### src/rtl/wb_cmd_master.sv
// wb_cmd_master: single-outstanding Wishbone classic-cycle initiator.
// Accepts one command on a valid/ready port, runs it on the bus with a
// bounded ack wait, and returns read data or a timeout flag on a
// valid/ready response port.
//
// Handshake: a transfer happens on the rising edge where valid & ready are
// both high; the producer holds valid and its payload steady until then,
// and ready never depends on valid.
module wb_cmd_master #(
  parameter int unsigned TIMEOUT = 64
) (
  input  logic        clk,
  input  logic        rst,
  input  logic        cmd_valid,
  output logic        cmd_ready,
  input  logic        cmd_we,
  input  logic [3:0]  cmd_sel,
  input  logic [31:0] cmd_adr,
  input  logic [31:0] cmd_dat,
  output logic        rsp_valid,
  input  logic        rsp_ready,
  output logic [31:0] rsp_dat,
  output logic        rsp_err,
  output logic        wbm_cyc_o,
  output logic        wbm_stb_o,
  output logic        wbm_we_o,
  output logic [3:0]  wbm_sel_o,
  output logic [31:0] wbm_adr_o,
  output logic [31:0] wbm_dat_o,
  input  logic        wbm_ack_i,
  input  logic [31:0] wbm_dat_i,
  output logic        busy,
  output logic [15:0] err_count,
  output logic [1:0]  state_dbg
);

  typedef enum logic [1:0] {
    IDLE = 2'd0,
    BUS  = 2'd1,
    RSP  = 2'd2
  } state_t;

  localparam logic [15:0] TIMEOUT_LAST = 16'(TIMEOUT - 1);

  state_t      state;
  state_t      state_next;
  logic [15:0] timer;
  logic        accept;
  logic        ack_hit;
  logic        tmo_hit;

  // Next-state logic; ack takes priority over the timeout on the same cycle.
  always_comb begin
    state_next = state;
    accept     = 1'b0;
    ack_hit    = 1'b0;
    tmo_hit    = 1'b0;
    case (state)
      IDLE: begin
        if (cmd_valid) begin
          accept     = 1'b1;
          state_next = BUS;
        end
      end
      BUS: begin
        if (wbm_ack_i) begin
          ack_hit    = 1'b1;
          state_next = RSP;
        end else if (timer == TIMEOUT_LAST) begin
          tmo_hit    = 1'b1;
          state_next = RSP;
        end
      end
      RSP: begin
        if (rsp_ready) state_next = IDLE;
      end
      default: state_next = IDLE;
    endcase
  end

  // State register.
  always_ff @(posedge clk) begin
    if (rst) state <= IDLE;
    else     state <= state_next;
  end

  // Bus request registers: captured at accept, held through the bus cycle.
  always_ff @(posedge clk) begin
    if (rst) begin
      wbm_we_o  <= 1'b0;
      wbm_sel_o <= 4'h0;
      wbm_adr_o <= 32'h0;
      wbm_dat_o <= 32'h0;
    end else if (accept) begin
      wbm_we_o  <= cmd_we;
      wbm_sel_o <= cmd_sel;
      wbm_adr_o <= cmd_adr;
      wbm_dat_o <= cmd_dat;
    end
  end

  // Ack-wait timer: zeroed at accept, counts stb cycles without ack.
  always_ff @(posedge clk) begin
    if (rst)                                     timer <= 16'h0;
    else if (accept)                             timer <= 16'h0;
    else if (state == BUS && !ack_hit && !tmo_hit) timer <= timer + 16'h1;
  end

  // Response registers: loaded when the bus cycle ends, held until consumed.
  always_ff @(posedge clk) begin
    if (rst) begin
      rsp_dat <= 32'h0;
      rsp_err <= 1'b0;
    end else if (ack_hit) begin
      rsp_dat <= wbm_we_o ? 32'h0 : wbm_dat_i;
      rsp_err <= 1'b0;
    end else if (tmo_hit) begin
      rsp_dat <= 32'h0;
      rsp_err <= 1'b1;
    end
  end

  // Saturating timeout counter.
  always_ff @(posedge clk) begin
    if (rst)                                   err_count <= 16'h0;
    else if (tmo_hit && err_count != 16'hFFFF) err_count <= err_count + 16'h1;
  end

  // Decoded outputs; all derive from registered state only (cmd_ready also
  // drops while rst is asserted).
  always_comb begin
    cmd_ready = (state == IDLE) && !rst;
    wbm_cyc_o = (state == BUS);
    wbm_stb_o = (state == BUS);
    rsp_valid = (state == RSP);
    busy      = (state != IDLE);
    state_dbg = state;
  end

endmodule

### config.mk
export PLATFORM = sky130hd
export DESIGN_NAME = wb_cmd_master
export DESIGN_NICKNAME = d
export VERILOG_FILES = /design/src/rtl/wb_cmd_master.sv
export SDC_FILE = /design/constraint.sdc
export NUM_CORES = 1
export LEC_CHECK = 0
export CAP_MARGIN = 20
export CELL_PAD_IN_SITES_DETAIL_PLACEMENT = 1
export CELL_PAD_IN_SITES_GLOBAL_PLACEMENT = 1
export CORE_MARGIN = 1.5
export CORE_UTILIZATION = 30
export DETAILED_ROUTE_END_ITERATION = 6
export MAX_ROUTING_LAYER = met4
export PLACE_DENSITY_LB_ADDON = 0.25
export SYNTH_ARGS = -nofsm -noshare
export SYNTH_HDL_FRONTEND = slang
export SYNTH_SLANG_ARGS = --single-unit
### constraint.sdc
create_clock -name clk -period 1.9 [get_ports clk]
set_input_delay 0.38 -clock clk [delete_from_list [all_inputs] [get_ports clk]]
set_output_delay 0.38 -clock clk [all_outputs]
set_load 0.03 [all_outputs]
==> results of run 1 <==
layer usage:
layer / global-route usage, % / wire length, um
met5: - / 0
met4: 7.270 / 270
met3: 6.749 / 1441
met2: 34.99 / 9435
met1: 22.02 / 7754
critical path: stages, from the launching register on:
cell     delay [ps]
dfxtp_1         370
nor4_4          360
nand3_2         180
buf_12          200
nor4_4          300
mux2_1          370
worst paths after layout:
path	cells after the start	endpoint	startpoint	slack, ps
worst max-delay path	5	err_count[9]$_SDFFE_PP0P_	timer[7]$_SDFFE_PP0P_	20
worst min-delay path	2	wbm_dat_o[23]$_SDFFE_PP0P_	rst	270
worst max register to register	5	err_count[9]$_SDFFE_PP0P_	timer[7]$_SDFFE_PP0P_	20
worst min register to register	2	wbm_dat_o[7]$_SDFFE_PP0P_	wbm_dat_o[7]$_SDFFE_PP0P_	450
cell families after synthesis:
kind of cell	Yosys count
AO/OA/AOI/OAI	140
multiplexers	16
adder cells (fa/ha/maj)	2
buffers and inverters	49
AND/OR/NAND/NOR	264
flip-flops	136
synthesized netlist by cell type, types with 2 or more instances:
| library cell | count | area share (%) |
|---|---|---|
| a21oi_1 | 86 | 8.1 |
| a22o_1 | 32 | 5.3 |
| a311oi_1 | 2 | 0.33 |
| and3_1 | 6 | 0.71 |
| and4_1 | 7 | 1.2 |
| buf_1 | 9 | 0.63 |
| buf_2 | 11 | 1.0 |
| clkbuf_1 | 23 | 1.6 |
| dfxtp_1 | 136 | 51 |
| ha_1 | 2 | 0.47 |
| inv_1 | 4 | 0.28 |
| mux2_1 | 11 | 2.3 |
| mux2_2 | 2 | 0.42 |
| mux2i_1 | 3 | 0.56 |
| nand2_1 | 151 | 11 |
| nand2b_1 | 3 | 0.35 |
| nand3_1 | 14 | 1.3 |
| nand3_2 | 2 | 0.38 |
| nand4_1 | 8 | 0.94 |
| nor2_1 | 18 | 1.3 |
| nor2b_1 | 15 | 1.8 |
| nor3_1 | 2 | 0.19 |
| nor4_1 | 11 | 1.3 |
| nor4_4 | 2 | 0.80 |
| nor4b_1 | 2 | 0.33 |
| o21ai_0 | 4 | 0.38 |
| o311ai_0 | 2 | 0.33 |
| o31ai_1 | 8 | 1.1 |
| or3_1 | 5 | 0.59 |
| or4_1 | 8 | 1.1 |
what timing repair did:
item | in CTS | in global routing
buffers inserted | 1 | 1
pin swaps | 1 | 2
gates cloned | 0 | 0
endpoints found under the setup margin | 31 | 56
gates resized for setup | 30 | 22
sequential cells by signal (all words and copies together) (netlist names):
| name | cells |
|---|---|
| wbm_sel_o | 4 |
| timer | 16 |
| rsp_err | 1 |
| wbm_adr_o | 32 |
| rsp_dat | 32 |
| state_dbg | 2 |
| wbm_we_o | 1 |
| err_count | 16 |
| wbm_dat_o | 32 |
stage by stage:
step	utilization, %	instances	TNS [ps]
after floorplan	-	607	0
after global placement	46.74	1050	-15520
after detailed placement	46.74	1050	-18310
after CTS	50.24	1082	0
after global routing	50.58	1083	-397.1
final	50.58	1083	0
layout make-up:
class	count	area, um^2
clock buffer	20	466.7
timing repair buffer	265	2639
multi-input combinational	422	2496
clock inverter	11	122.6
inverter	4	15.01
sequential	136	2728
tap	225	281.5
fill	1984	8548
where the power goes:
| group | total, mW | switching, mW | internal [mW] |
|---|---|---|---|
| combinational | 1.17 | 0.623 | 0.551 |
| sequential | 3.05 | 0.0709 | 2.98 |
| clock | 3.28 | 1.25 | 2.03 |
| total | 7.50 | 1.95 | 5.56 |
layout by cell type, fill, tap and decap left out, types with 4 or more instances in the layout:
cell | Yosys | routed
clkdlybuf4s50_1 | 0 | 207
nand2_1 | 151 | 150
dfxtp_1 | 136 | 132
a21oi_1 | 86 | 84
a22o_1 | 32 | 32
buf_4 | 1 | 28
nor2_1 | 18 | 18
clkbuf_16 | 0 | 17
dlygate4sd2_1 | 0 | 15
nor2b_1 | 15 | 14
nand3_1 | 14 | 14
mux2_1 | 11 | 10
buf_12 | 0 | 9
nand4_1 | 8 | 8
o31ai_1 | 8 | 8
or4_1 | 8 | 7
and4_1 | 7 | 6
nor4_2 | 1 | 6
or3_1 | 5 | 5
nor4_1 | 11 | 5
inv_1 | 4 | 4
and3_1 | 6 | 4
o21ai_0 | 4 | 4
clkinvlp_4 | 0 | 4
dfxtp_2 | 0 | 4
clkbuf_2 | 0 | 4
==> results.md, run 1 <==
* Status: completed
* Pre-Repair DR Iteration Count at 4
* Detailed Place HPWL at 13630 um
* Layout Nets at 954
* Hold slack at 270.6 ps
* Final Power at 7.505 mW
* Fraction of the mapped netlist area in simple logic gates at 24.65%
* DP Area at 0.008084 mm^2
* Synthesized netlist cell count at 607
* Share of layout cells above drive strength 1 at 12.94%
* Max-slew violations at 0
* Die X at 136.2 um
* Mapped Area at 0.005320 mm^2
* Area Overhead vs Synth at 64.44%
* Final wirelength at 18900 um
* Mux share of post-synthesis cell area at 3.316%
* Critical setup path kind: register to register
* Hold Crit Class: primary input to register
* Fin crit period at 1885 ps
* Synth async-reset ratio at 0%
* Leak at 3.326 nW
* Initial DRC count at 188
* Maximum vdd drop at 0.0006221 V
* FF+latch count, synth at 136
* Initial antenna violation count at 0
* Slew of the pin with the lowest slew margin at 425.1 ps
* Pre-CTS WS at -403.2 ps
* Hold-fix buffers, CTS at 0
* Largest family of logic cells by synthesized area: simple AND/OR/NAND/NOR gates
* Sink count of the clock tree at 136
* Worst Path Required at 2190 ps
* CTS H-tree depth at 4
* Die Y at 136.2 um
* Register area share after synthesis at 51.18%
* IO Pins at 231
* Number of synthesis warnings at 0
* Fmax at 530.6 MHz
* Clk Latency, worst-skew pair at 410 ps
* Main synth FF type: dfxtp_1
* Placer Congestion at 0.7698
* Final hold vios at 0
* Final worst slack at 15.39 ps
* Largest net degree at the start of global routing at 98
* Final worst path period share at 99.19%
* Overflow after GRT at 0
* First-pass GRT wire length at 28750 um
* CTS root buf: clkbuf_16
* Synth Area in XOR/XNOR at 0%
* Initial core utilization at 30.76%
* CP endpoint kind: register
* TritonCTS clock tree: yes
* Vias post-DR at 5450
* Synth Area in Compound Gates at 16.46%
* RSZ-0062 raised after global routing: yes
* Clock transition at path regs at 60 ps
* Max clock buf depth at 2
* # Max-Cap Violations at 0
* Synthesized area per cell at 8.765 um^2
* Routed len/inst at 17.45 um
* Cell variety after synth at 48
* CP Launch Type: register
* Die area at 0.01854 mm^2
* Syn Nets at 715
* CORE AREA at 0.01730 mm^2
* Synth Area in Adders at 0.4704%
* Number of synthesized flops with an enable pin at 0
* PwrDens at 857.8 mW/mm^2
* # port buffers at 230
* DRC violations left at 0
* Data arrival, critical path at 2180 ps
* Vias in the first global route at 5651
* Endpoints failing setup at 0
* Crit path max fanout at 16
* FP Rows at 48
* Global Route Usage Sum at 20.42%
* Avg Vias per Cell at 5.032
* Max-slew headroom at 71.30%
* Clock skew at 5.353 ps
* Post-route cell area at 0.008748 mm^2
* CTS Buf Count at 17
* Ant. Diodes at 0
* Routed Antenna Nets at 0
Note: power is estimated with default switching activity, not from simulation.
==> run 2: changes to the inputs <==
--- a/config.mk
+++ b/config.mk
@@ -8,6 +8,7 @@
 export CAP_MARGIN = 20
 export CELL_PAD_IN_SITES_DETAIL_PLACEMENT = 1
 export CELL_PAD_IN_SITES_GLOBAL_PLACEMENT = 1
+export CORE_ASPECT_RATIO = 0.5
 export CORE_MARGIN = 1.5
 export CORE_UTILIZATION = 30
 export DETAILED_ROUTE_END_ITERATION = 6
==> results.md, run 2 (same netlist as run 1, synthesis figures left out) <==
* Status: completed
* Clock transition at path regs at 60 ps
* Regs by FF count: rsp_dat (32), wbm_adr_o (32), wbm_dat_o (32)
* Vias in the first global route at 5580
* Finished Core Util at 50.86%
* Routed Antenna Nets at 0
* Fin crit period at 1847 ps
* Logic pwr share at 15.3%
* Ant. Diodes at 0
* First-pass GRT wire length at 28410 um
* Final Power at 7.457 mW
* Max-slew headroom at 70.37%
* Hold slack at 427.3 ps
* Worst Path Required at 1520 ps
* Share of layout cells above drive strength 1 at 13.11%
* Layout Nets at 972
* Slowest stage delay, CP at 420 ps
* Most frequent cells in the layout: clkdlybuf4s50_1, nand2_1, dfxtp_1
* Clock skew at 12.01 ps
* Die Y at 97.17 um
* Pre-CTS WS at -344.1 ps
* Endpoints failing setup at 0
* Hold Crit Class: primary input to register
* Overflow after GRT at 0
* Worst path top cell family by delay: buffers and inverters
* Die X at 191.3 um
* Critical setup path kind: register to primary output
* Max clock buf depth at 2
* PwrDens at 844.7 mW/mm^2
* CTS Buf Count at 17
* CP Launch Type: register
* Final wirelength at 17650 um
* Post-route cell area at 0.008827 mm^2
* Routed len/inst at 15.88 um
* FP Rows at 34
* Placed Cells at 1079
* Leak at 3.433 nW
* Initial antenna violation count at 0
* Net Sw Frac at 26.83%
* Crit path max fanout at 7
* Fmax at 541.3 MHz
* # Max-Cap Violations at 0
* CTS root buf: clkbuf_16
* Internal power at 5.456 mW
* Final Non-Filler Cells at 1111
* Data arrival, critical path at 1470 ps
* Slowest cell on crit path: dlygate4sd2_1
* Final worst slack at 52.58 ps
* Hold path cells at 3
* TritonCTS clock tree: yes
* IO Pins at 231
* Net switching power at 2.000 mW
* Sequential share of power at 40.8%
* DRC violations left at 0
* Buf+Inv Stages, Crit Path at 1
* Vias post-DR at 5337
* Global Route Usage Sum at 19.67%
* Sink count of the clock tree at 136
* RSZ-0062 raised after global routing: yes
* Placer Congestion at 0.7541
* CTS H-tree depth at 4
* Avg Vias per Cell at 4.804
* CORE AREA at 0.01736 mm^2
* Detailed Place HPWL at 12610 um
* Initial DRC count at 174
* Slew of the pin with the lowest slew margin at 438.2 ps
* Largest net degree at the start of global routing at 91
* DP Area at 0.008223 mm^2
* CP endpoint kind: primary output
* Maximum vdd drop at 0.0006325 V
* Final hold vios at 0
* # port buffers at 230
* Most common cell after layout, fill and taps aside: clkdlybuf4s50_1
* Die area at 0.01859 mm^2
* Area Overhead vs Synth at 65.92%
* Clk Latency, worst-skew pair at 410 ps
* Max-slew violations at 0
* Hold-fix buffers, CTS at 0
* Pre-Repair DR Iteration Count at 5
* Final worst path period share at 97.23%
* Setup TNS at 0 ps
* Critical path depth at 2
* Clock share of power at 43.9%
* Initial core utilization at 30.65%
* FF-to-FF path depth at 6
* CP Cell Sequence: nor2b_2 > dlygate4sd2_1
[run 2: changes by cell type in the layout (fill, tap and decap cells not counted), moves of 3 or more]
cell / change
buf_4: +19
clkbuf_2: -4
clkbuf_8: -3
dlygate4sd2_1: +6
[run 2: per-layer routing]
metal	share of wire [%]	track usage, %	up-vias	wire length (um)
li1	-	-	2641	-
met1	45	23.45	2565	7873
met2	49	32.61	118	8659
met3	5.2	5.381	13	919
met4	1.1	5.409	0	196
met5	0	-	-	0
[run 2: path summary, 6_finish.rpt]
kind	endpoint	startpoint	slack (ps)
hold reg to reg	wbm_adr_o[12]$_SDFFE_PP0P_	wbm_adr_o[12]$_SDFFE_PP0P_	450
setup / recovery	wbm_stb_o	state_dbg[0]$_SDFFE_PP0P_	50
hold / removal	wbm_dat_o[16]$_SDFFE_PP0P_	rst	430
setup reg to reg	err_count[3]$_SDFFE_PP0P_	timer[1]$_SDFFE_PP0P_	100
[run 2: worst register-to-register path, stage by stage, from the launching register on]
cell	delay, ps
dfxtp_1	350
ha_1	180
and3_2	230
nand2_2	80
buf_12	160
nor4_1	330
mux2_1	360
[run 2: area by class of cell]
class,instances,area (um^2)
Multi-Input combinational cell,422,2455
Inverter,4,15.01
Sequential cell,136,2729
Fill cell,2006,8529
Clock buffer,18,429.2
Tap cell,234,292.8
Timing Repair Buffer,283,2756
Clock inverter,14,150.1
[run 2: power by group through the flow]
stage,Sequential [mW],Combinational (mW),Clock [mW]
after floorplan,3.34,0.302,0
after global placement,3.10,1.14,0
after detailed placement,3.11,1.16,0
after CTS,3.04,1.16,3.37
after global routing,3.06,1.23,3.49
final,3.04,1.14,3.27
[run 2: repair_timing]
item,CTS,global route
resized for setup,27,14
setup endpoints to repair,27,52
buffers inserted,0,0
